==> config.mk <==
export PLATFORM = sky130hd
export DESIGN_NAME = sample_frame_fifo
export DESIGN_NICKNAME = d
export VERILOG_FILES = /design/src/rtl/eurorack_pmod_pkg.sv /design/src/rtl/frame_ram.sv /design/src/rtl/sample_frame_fifo.sv
export SDC_FILE = /design/constraint.sdc
export NUM_CORES = 2
export LEC_CHECK = 0
export CELL_PAD_IN_SITES_DETAIL_PLACEMENT = 0
export CELL_PAD_IN_SITES_GLOBAL_PLACEMENT = 2
export CORE_ASPECT_RATIO = 0.8
export CORE_UTILIZATION = 50
export CTS_CLUSTER_SIZE = 20
export DETAILED_ROUTE_END_ITERATION = 6
export PLACE_DENSITY = 0.87
export RECOVER_POWER = 50
export SLEW_MARGIN = 15
export SYNTH_ARGS = -nofsm -noshare
export SYNTH_HDL_FRONTEND = slang
export SYNTH_SLANG_ARGS = --single-unit
==> constraint.sdc <==
create_clock -name clk_256fs -period 13.5 [get_ports clk_256fs]
set_input_delay 2.025 -clock clk_256fs [delete_from_list [all_inputs] [get_ports clk_256fs]]
set_output_delay 2.025 -clock clk_256fs [all_outputs]
set_load 0.02 [all_outputs]
==> src/rtl/eurorack_pmod_pkg.sv <==
// Shared types for the eurorack PMOD sample path: channel count, sample and frame layouts.
package eurorack_pmod_pkg;

  localparam int unsigned N_CH      = 4;
  localparam int unsigned SAMPLE_W  = 16;
  localparam int unsigned SEQ_W_DEF = 16;

  typedef logic signed [SAMPLE_W-1:0] sample_t;

  typedef struct packed {
    sample_t [N_CH-1:0]     ch;
    logic [SEQ_W_DEF-1:0]   seq;
  } frame_t;

endpackage

==> src/rtl/frame_ram.sv <==
// Simple dual-port frame store: synchronous write, registered read.
module frame_ram
  import eurorack_pmod_pkg::*;
#(
  parameter int unsigned DEPTH = 16,
  parameter int unsigned AW    = $clog2(DEPTH),
  parameter type frame_type    = frame_t
) (
  input  logic            clk,
  input  logic            rst,
  input  logic            we,
  input  logic [AW-1:0]   waddr,
  input  frame_type       wdata,
  input  logic            re,
  input  logic [AW-1:0]   raddr,
  output frame_type       rdata
);

  frame_type mem [DEPTH];

  always_ff @(posedge clk) begin
    if (we) mem[waddr] <= wdata;
  end

  // A read hitting the slot being written returns the new frame, so an
  // empty FIFO presents its first frame one cycle after the write.
  always_ff @(posedge clk) begin
    if (rst) begin
      rdata <= '0;
    end else if (re) begin
      rdata <= (we && (waddr == raddr)) ? wdata : mem[raddr];
    end
  end

endmodule

==> src/rtl/sample_frame_fifo.sv <==
// Show-ahead frame FIFO for the four calibrated channels, tagged with a
// free-running sequence number, with sticky overflow and a drop counter.
module sample_frame_fifo
  import eurorack_pmod_pkg::*;
#(
  parameter int unsigned W     = 16,
  parameter int unsigned DEPTH = 16,
  parameter int unsigned SEQ_W = 16
) (
  input  logic                       clk_256fs,
  input  logic                       rst,
  input  logic                       strobe,
  input  logic signed [W-1:0]        cal_in0,
  input  logic signed [W-1:0]        cal_in1,
  input  logic signed [W-1:0]        cal_in2,
  input  logic signed [W-1:0]        cal_in3,
  output logic                       frame_valid,
  input  logic                       frame_ready,
  output logic signed [W-1:0]        frame_ch0,
  output logic signed [W-1:0]        frame_ch1,
  output logic signed [W-1:0]        frame_ch2,
  output logic signed [W-1:0]        frame_ch3,
  output logic [SEQ_W-1:0]           frame_seq,
  output logic [$clog2(DEPTH):0]     level,
  output logic                       overflow,
  output logic [15:0]                drop_count,
  input  logic                       clear_overflow
);

  localparam int unsigned AW = $clog2(DEPTH);
  localparam int unsigned LW = AW + 1;

  typedef struct packed {
    logic [N_CH-1:0][W-1:0] ch;
    logic [SEQ_W-1:0]       seq;
  } frame_w_t;

  logic [AW-1:0]    wr_ptr, rd_ptr, rd_ptr_next;
  logic [LW-1:0]    level_next;
  logic [SEQ_W-1:0] seq_ctr;
  logic             pop, wr_en, drop;
  frame_w_t         wr_frame, rd_frame;

  always_comb begin
    pop         = frame_valid && frame_ready;
    wr_en       = strobe && ((level != LW'(DEPTH)) || pop);
    drop        = strobe && !wr_en;
    rd_ptr_next = rd_ptr + AW'(pop);
    level_next  = level;
    if (wr_en && !pop)      level_next = level + LW'(1);
    else if (pop && !wr_en) level_next = level - LW'(1);
  end

  always_comb begin
    wr_frame       = '0;
    wr_frame.ch[0] = cal_in0;
    wr_frame.ch[1] = cal_in1;
    wr_frame.ch[2] = cal_in2;
    wr_frame.ch[3] = cal_in3;
    wr_frame.seq   = seq_ctr;
  end

  // Prefetch the head at the post-pop read pointer so it is already in the
  // RAM's read register the cycle after a pop or a write into an empty FIFO.
  frame_ram #(
    .DEPTH      (DEPTH),
    .AW         (AW),
    .frame_type (frame_w_t)
  ) u_frame_ram (
    .clk   (clk_256fs),
    .rst   (rst),
    .we    (wr_en && !rst),
    .waddr (wr_ptr),
    .wdata (wr_frame),
    .re    (level_next != '0),
    .raddr (rd_ptr_next),
    .rdata (rd_frame)
  );

  always_ff @(posedge clk_256fs) begin
    if (rst) begin
      wr_ptr      <= '0;
      rd_ptr      <= '0;
      level       <= '0;
      frame_valid <= 1'b0;
      seq_ctr     <= '0;
      overflow    <= 1'b0;
      drop_count  <= '0;
    end else begin
      if (wr_en)  wr_ptr  <= wr_ptr + AW'(1);
      if (strobe) seq_ctr <= seq_ctr + SEQ_W'(1);
      rd_ptr      <= rd_ptr_next;
      level       <= level_next;
      frame_valid <= (level_next != '0);
      if (clear_overflow) begin
        overflow   <= 1'b0;
        drop_count <= '0;
      end else if (drop) begin
        overflow <= 1'b1;
        if (drop_count != '1) drop_count <= drop_count + 16'd1;
      end
    end
  end

  assign frame_ch0 = rd_frame.ch[0];
  assign frame_ch1 = rd_frame.ch[1];
  assign frame_ch2 = rd_frame.ch[2];
  assign frame_ch3 = rd_frame.ch[3];
  assign frame_seq = rd_frame.seq;

endmodule

# Word-level counts from Yosys, hierarchy flattened
# Memories as Yosys holds them, arrays and structs flattened. A register that Yosys moved wholly into a read port is not among the register bits.
# Cells that the tools add are included.
# word_totals
input_bits	69
memories	1
out_inout_bits	103
elab_cells	33
register_bits	47
mem_bits_rw	1280
# classes
n_eq_ne	2
n_mux	4
reduce_logical	13
add_sub_neg	6
# mem_list
memory	depth	width	rd	rd_ports_with_merged_regs	wr	line	text
u_frame_ram.mem	16	80	1	1	1	frame_ram.sv:19	frame_type mem [DEPTH];
# ops
operator	n
$add A16 B1 Y16 const B	2
$ne A16 B16 Y1 const B	1
$mux W5	2
$logic_and A1 B1 Y1	6
$add A5 B1 Y5 const B	1
$ne A5 B5 Y1 const B	1
$reduce_bool A5 Y1	1
$sub A5 B1 Y5 const B	1
$add A4 B1 Y4	1
$add A4 B1 Y4 const B	1
$logic_not A1 Y1	3
$mux W1	2
$reduce_and A2 Y1	1
$reduce_or A2 Y1	1
$logic_or A1 B1 Y1	1

# Longest topological paths before layout
# depth
depth_word	8
depth_mapped	12

# Modules after synthesis
# Synthesis repeated with hierarchy kept, for this count alone.
# unflattened
cells_unflattened	2950
hier_area_um2	54721.2
# by_module_without_submodules
mod	area_each_um2	seq_area_each_um2	instances	cells_each
frame_ram	52409.0	40038.4	1	2683
sample_frame_fifo	2312.2	940.9	1	267

# Worst setup path before layout
# Ideal clock, no wire load.
# synth_timing
path_type	input -> register
start	input strobe
end	memory u_frame_ram.mem[0][0] (netlist name), enable pin
setup_slack_ns	4.646
setup_ns	0.617
required_ns	12.883
stages	5
arrival_ns	8.237
cell_sequence	clkbuf_1 > nand2_1 > nor2_1 > nand2_1 > nor3_1
# synth_via
elab_chain_len	4
# synth_rtl
item	line	text
from (decl)	sample_frame_fifo.sv:12	input logic strobe,
$logic_and A1 B1 Y1	sample_frame_fifo.sv:46	wr_en = strobe && ((level != LW'(DEPTH)) || pop);
$logic_and A1 B1 Y1	sample_frame_fifo.sv:72	.we (wr_en && !rst),
$mux W1	frame_ram.sv:22	if (we) mem[waddr] <= wdata;
$mux W1 (implied by the code)	frame_ram.sv:22	
to (decl)	frame_ram.sv:19	
# No other way between the ends.

# Final worst setup path
# layout_timing
start	input rst
end	memory u_frame_ram.mem[5][60] (netlist name), enable pin
# layout_via
elab_chain_len	4
# layout_rtl
item	line	text
from (decl)	sample_frame_fifo.sv:11	input logic rst,
$logic_not A1 Y1	sample_frame_fifo.sv:72	
$logic_and A1 B1 Y1	sample_frame_fifo.sv:72	
$mux W1	frame_ram.sv:22	
$mux W1 (implied by the code)	frame_ram.sv:22	
# No other way between the ends.

==> flow_metrics.env <==
export IMPL_cts_buffers=138
export IMPL_port_buffers=171
export IMPL_synth_area_mux_share=0.1123
export IMPL_synthCells=3185
export IMPL_ant_nets=0
export IMPL_crit_reg2reg_capture="u_frame_ram.mem[5][60]"
export IMPL_final_common_cell="edfxtp_1"
export IMPL_r2r_start="level[0]"
export IMPL_dr_wl_met3_mm=10.05
export IMPL_synth_main_ff_cell="edfxtp_1"
export IMPL_grt_first_pass_wirelength_mm=199.3
export IMPL_register_area_sq_um=40980
export IMPL_multiInputGateArea_sq_um=12970
export IMPL_postCtsSetupRepairBufs=0
export IMPL_die_x_um=371.5
export IMPL_place_gp_congestion=0.7557
export IMPL_die_h_um=297.6
export IMPL_cts_hold_fix_buffers=0
export IMPL_track_usage=0.2475
export IMPL_antenna_found_initial=15
export IMPL_worstMarginPinSlew_ps=3549
export IMPL_start_util=0.5041
export IMPL_wl_met1_mm=55.58
export IMPL_ys_warnings_count=0
export IMPL_r2r_setup_slack_ps=8130
export IMPL_synth_edf_count=1280
export IMPL_core_area_sq_um=108400
export IMPL_clkLatencyLatePin_ps=760
export IMPL_ios=172
export IMPL_ys_types=50
export IMPL_mostFrequentLayoutCells="edfxtp_1, nand2_1, mux4_2"
export IMPL_rows=108
export IMPL_pwr_share_seq=0.497
export IMPL_min_to="overflow"
export IMPL_nets=3440
export IMPL_drive_gt1_frac=0.1621
export IMPL_cts_tree="built"
export IMPL_cts_resized=0
export IMPL_avgSynthCellArea_sq_um=17.15
export IMPL_htree_levels=4
export IMPL_clkPwrFrac=0.380
export IMPL_dp_slack_ps=6877
export IMPL_dp_hpwl_mm=68.21
export IMPL_p_switching_uw=2380
export IMPL_ys_seq_area_frac=0.7502
export IMPL_violations="max-capacitance violations, max-slew violations"
export IMPL_synth_simple_area_share=0.07989
export IMPL_cts_buffer_depth=3
export IMPL_final_setup_skew_ps=26.52
export IMPL_drtPass1Iterations=6
export IMPL_rsz0062_at_grt="false"
export IMPL_via_per_inst=6.126
export IMPL_max_freq_ghz=0.1413
export IMPL_startpoint_type="input port"
export IMPL_hold_path_class="flop to flop"
export IMPL_ir_drop_uv=131.3
export IMPL_syn_to_final_growth_pct=14.34
export IMPL_synthTopCellsByArea="edfxtp_1, mux4_2, dfxtp_1"
export IMPL_p_leak_uw=0.01974
export IMPL_min_delay_start="overflow"
export IMPL_drt_iter0_drc=3293
export IMPL_timing_setup_tns_ps=0
export IMPL_cts_sinks=1407
export IMPL_fin_crit_ps=7078
export IMPL_hold_viol_final=0
export IMPL_whs_path_depth=2
export IMPL_cap_violations=4
export IMPL_crit_path_end_kind="flop"
export IMPL_cp_data_required_time_ps=13860
export IMPL_synth_compound_area_frac=0.03165
export IMPL_finalNonFillerCells=4906
export IMPL_grt_max_degree=153
export IMPL_dp_cells=4651
export IMPL_top_layer="met5"
export IMPL_ys_seq_elements=1407
export IMPL_drc=0
export IMPL_cpPeakStageDelay_ps=1610
export IMPL_internal_power_uw=7552
export IMPL_p_comb_frac=0.123
export IMPL_yosysTopAreaCell="edfxtp_1"
export IMPL_dieArea_sq_um=110600
export IMPL_synth_top_area_frac=0.7036
export IMPL_netlist_area_sq_um=54630
export IMPL_grt_pass1_vias=30480
export IMPL_relSlewSlack=-1.366
export IMPL_synthAdderAreaFrac=0.002290
export IMPL_powerDensity_nw_per_um2=159.0
export IMPL_drt_wl_total_mm=135.3
export IMPL_setup_viol=0
export IMPL_worst_ep_arrival_time_ps=7440
export IMPL_path_clk_slew_ps=60
export IMPL_drt_wirelength_per_cell_um=27.57
export IMPL_cts_root_buf="clkbuf_16"
export IMPL_fin_crit_sh=0.5243
export IMPL_grt_ovfl_total=0
export IMPL_dr_wl_met2_mm=65.83
export IMPL_finish_utilization=0.5763
export IMPL_rr_worst_depth=10
export IMPL_fin_hold_ws_ps=474.2
export IMPL_synth_xor_area_share=0.007284
export IMPL_fill_cells=8139
export IMPL_status="finished with violations"
export IMPL_cp_slowest_cell="nor2_1"
export IMPL_worstPathCellList="clkbuf_1, nor2_1, nand2_1, nor2_1, buf_4, buf_4"
export IMPL_slew_viol_final=177
export IMPL_swShare=0.2396
export IMPL_cp_max_fo=60
export IMPL_fin_ws_ps=6422
export IMPL_synth_nets=3264
export IMPL_vias=30050
export IMPL_async_reset_ff_frac=0
export IMPL_path_class="input port to flop"
export IMPL_synth_top_family_by_area="multiplexers"
==> cell type report <==
cell class | instances | area share
Timing Repair Buffer | 239 | 0.03576
Multi-Input combinational cell | 1566 | 0.2076
Antenna cell | 2 | 0.00008013
Tap cell | 1430 | 0.02865
Inverter | 9 | 0.0005409
Sequential cell | 1407 | 0.6561
Clock inverter | 61 | 0.009415
Clock buffer | 192 | 0.06182
==> state kept, by name (all words and copies together), names as in the netlist, 4 cells and up <==
signal and cells:
u_frame_ram.mem 1280, u_frame_ram.rdata 80, drop_count 16, seq_ctr 16, level 5, rd_ptr 4, wr_ptr 4
==> power groups by stage <==
stage	clock network (uW)	logic, uW	registers, uW
3_5_place_dp	0	1250	5030
3_3_place_gp	0	1230	5030
5_1_grt	4000	1320	4940
4_1_cts	3830	1260	4940
6_report	3780	1220	4930
2_1_floorplan	0	724	5080
==> per-stage QoR <==
step / power [uW] / instance area (sq um)
global placement: 6261 / 58030
detailed placement: 6282 / 58030
finish: 9932 / 62460
floorplan: 5802 / 54630
global route: 10260 / 62460
CTS: 10030 / 62480
==> per-layer routing <==
| layer | up-vias | global-route usage |
|---|---|---|
| met1 | 15690 | 0.3408 |
| met3 | 235 | 0.04100 |
| met5 | - | 0 |
| li1 | 12880 | - |
| met2 | 1232 | 0.4012 |
| met4 | 18 | 0.08675 |
==> worst max-delay path, delay by kind of cell <==
kind / cells / cell delay [ps]
AND/OR/NAND/NOR: 3 / 2570
buffers and inverters: 3 / 2760
==> Yosys cell counts (8+ instances only) <==
master and n:
nor3b_1 44, buf_1 23, mux2i_1 91, a32oi_1 46, dfxtp_1 127, clkbuf_1 111
ha_1 10, nand3_1 206, buf_2 64, o211ai_1 43, edfxtp_1 1280, inv_1 8
xnor2_1 19, mux4_2 232, nor3_1 8, nand4_1 55, a31o_2 36, a31oi_1 22
xor2_1 21, a311oi_1 36, nand2_1 462, nor2_1 168, and3_1 8
==> worst max-delay path by stage <==
| stage | endpoint | cells past startpoint | slack [ps] | start |
|---|---|---|---|---|
| global placement | u_frame_ram.rdata[75] | 11 | 6940 | frame_ready |
| floorplan | u_frame_ram.mem[0][0] | 5 | 4650 | strobe |
| CTS | u_frame_ram.rdata[24] | 11 | 7640 | frame_ready |
| global route | u_frame_ram.mem[5][32] | 6 | 6170 | rst |
| detailed placement | u_frame_ram.rdata[62] | 11 | 6880 | frame_ready |
| finish | u_frame_ram.mem[5][60] | 6 | 6420 | rst |
==> cell families (layout without fill, tap and decap cells) <==
kind of cell	Yosys count	count (layout)
buf+inv	212	501
fa+ha+maj	10	10
simple gates	978	978
other cells	0	2
flops	1407	1407
mux	323	323
compound gates	213	213
xor+xnor	42	42
(Power assumes the default switching activity.)
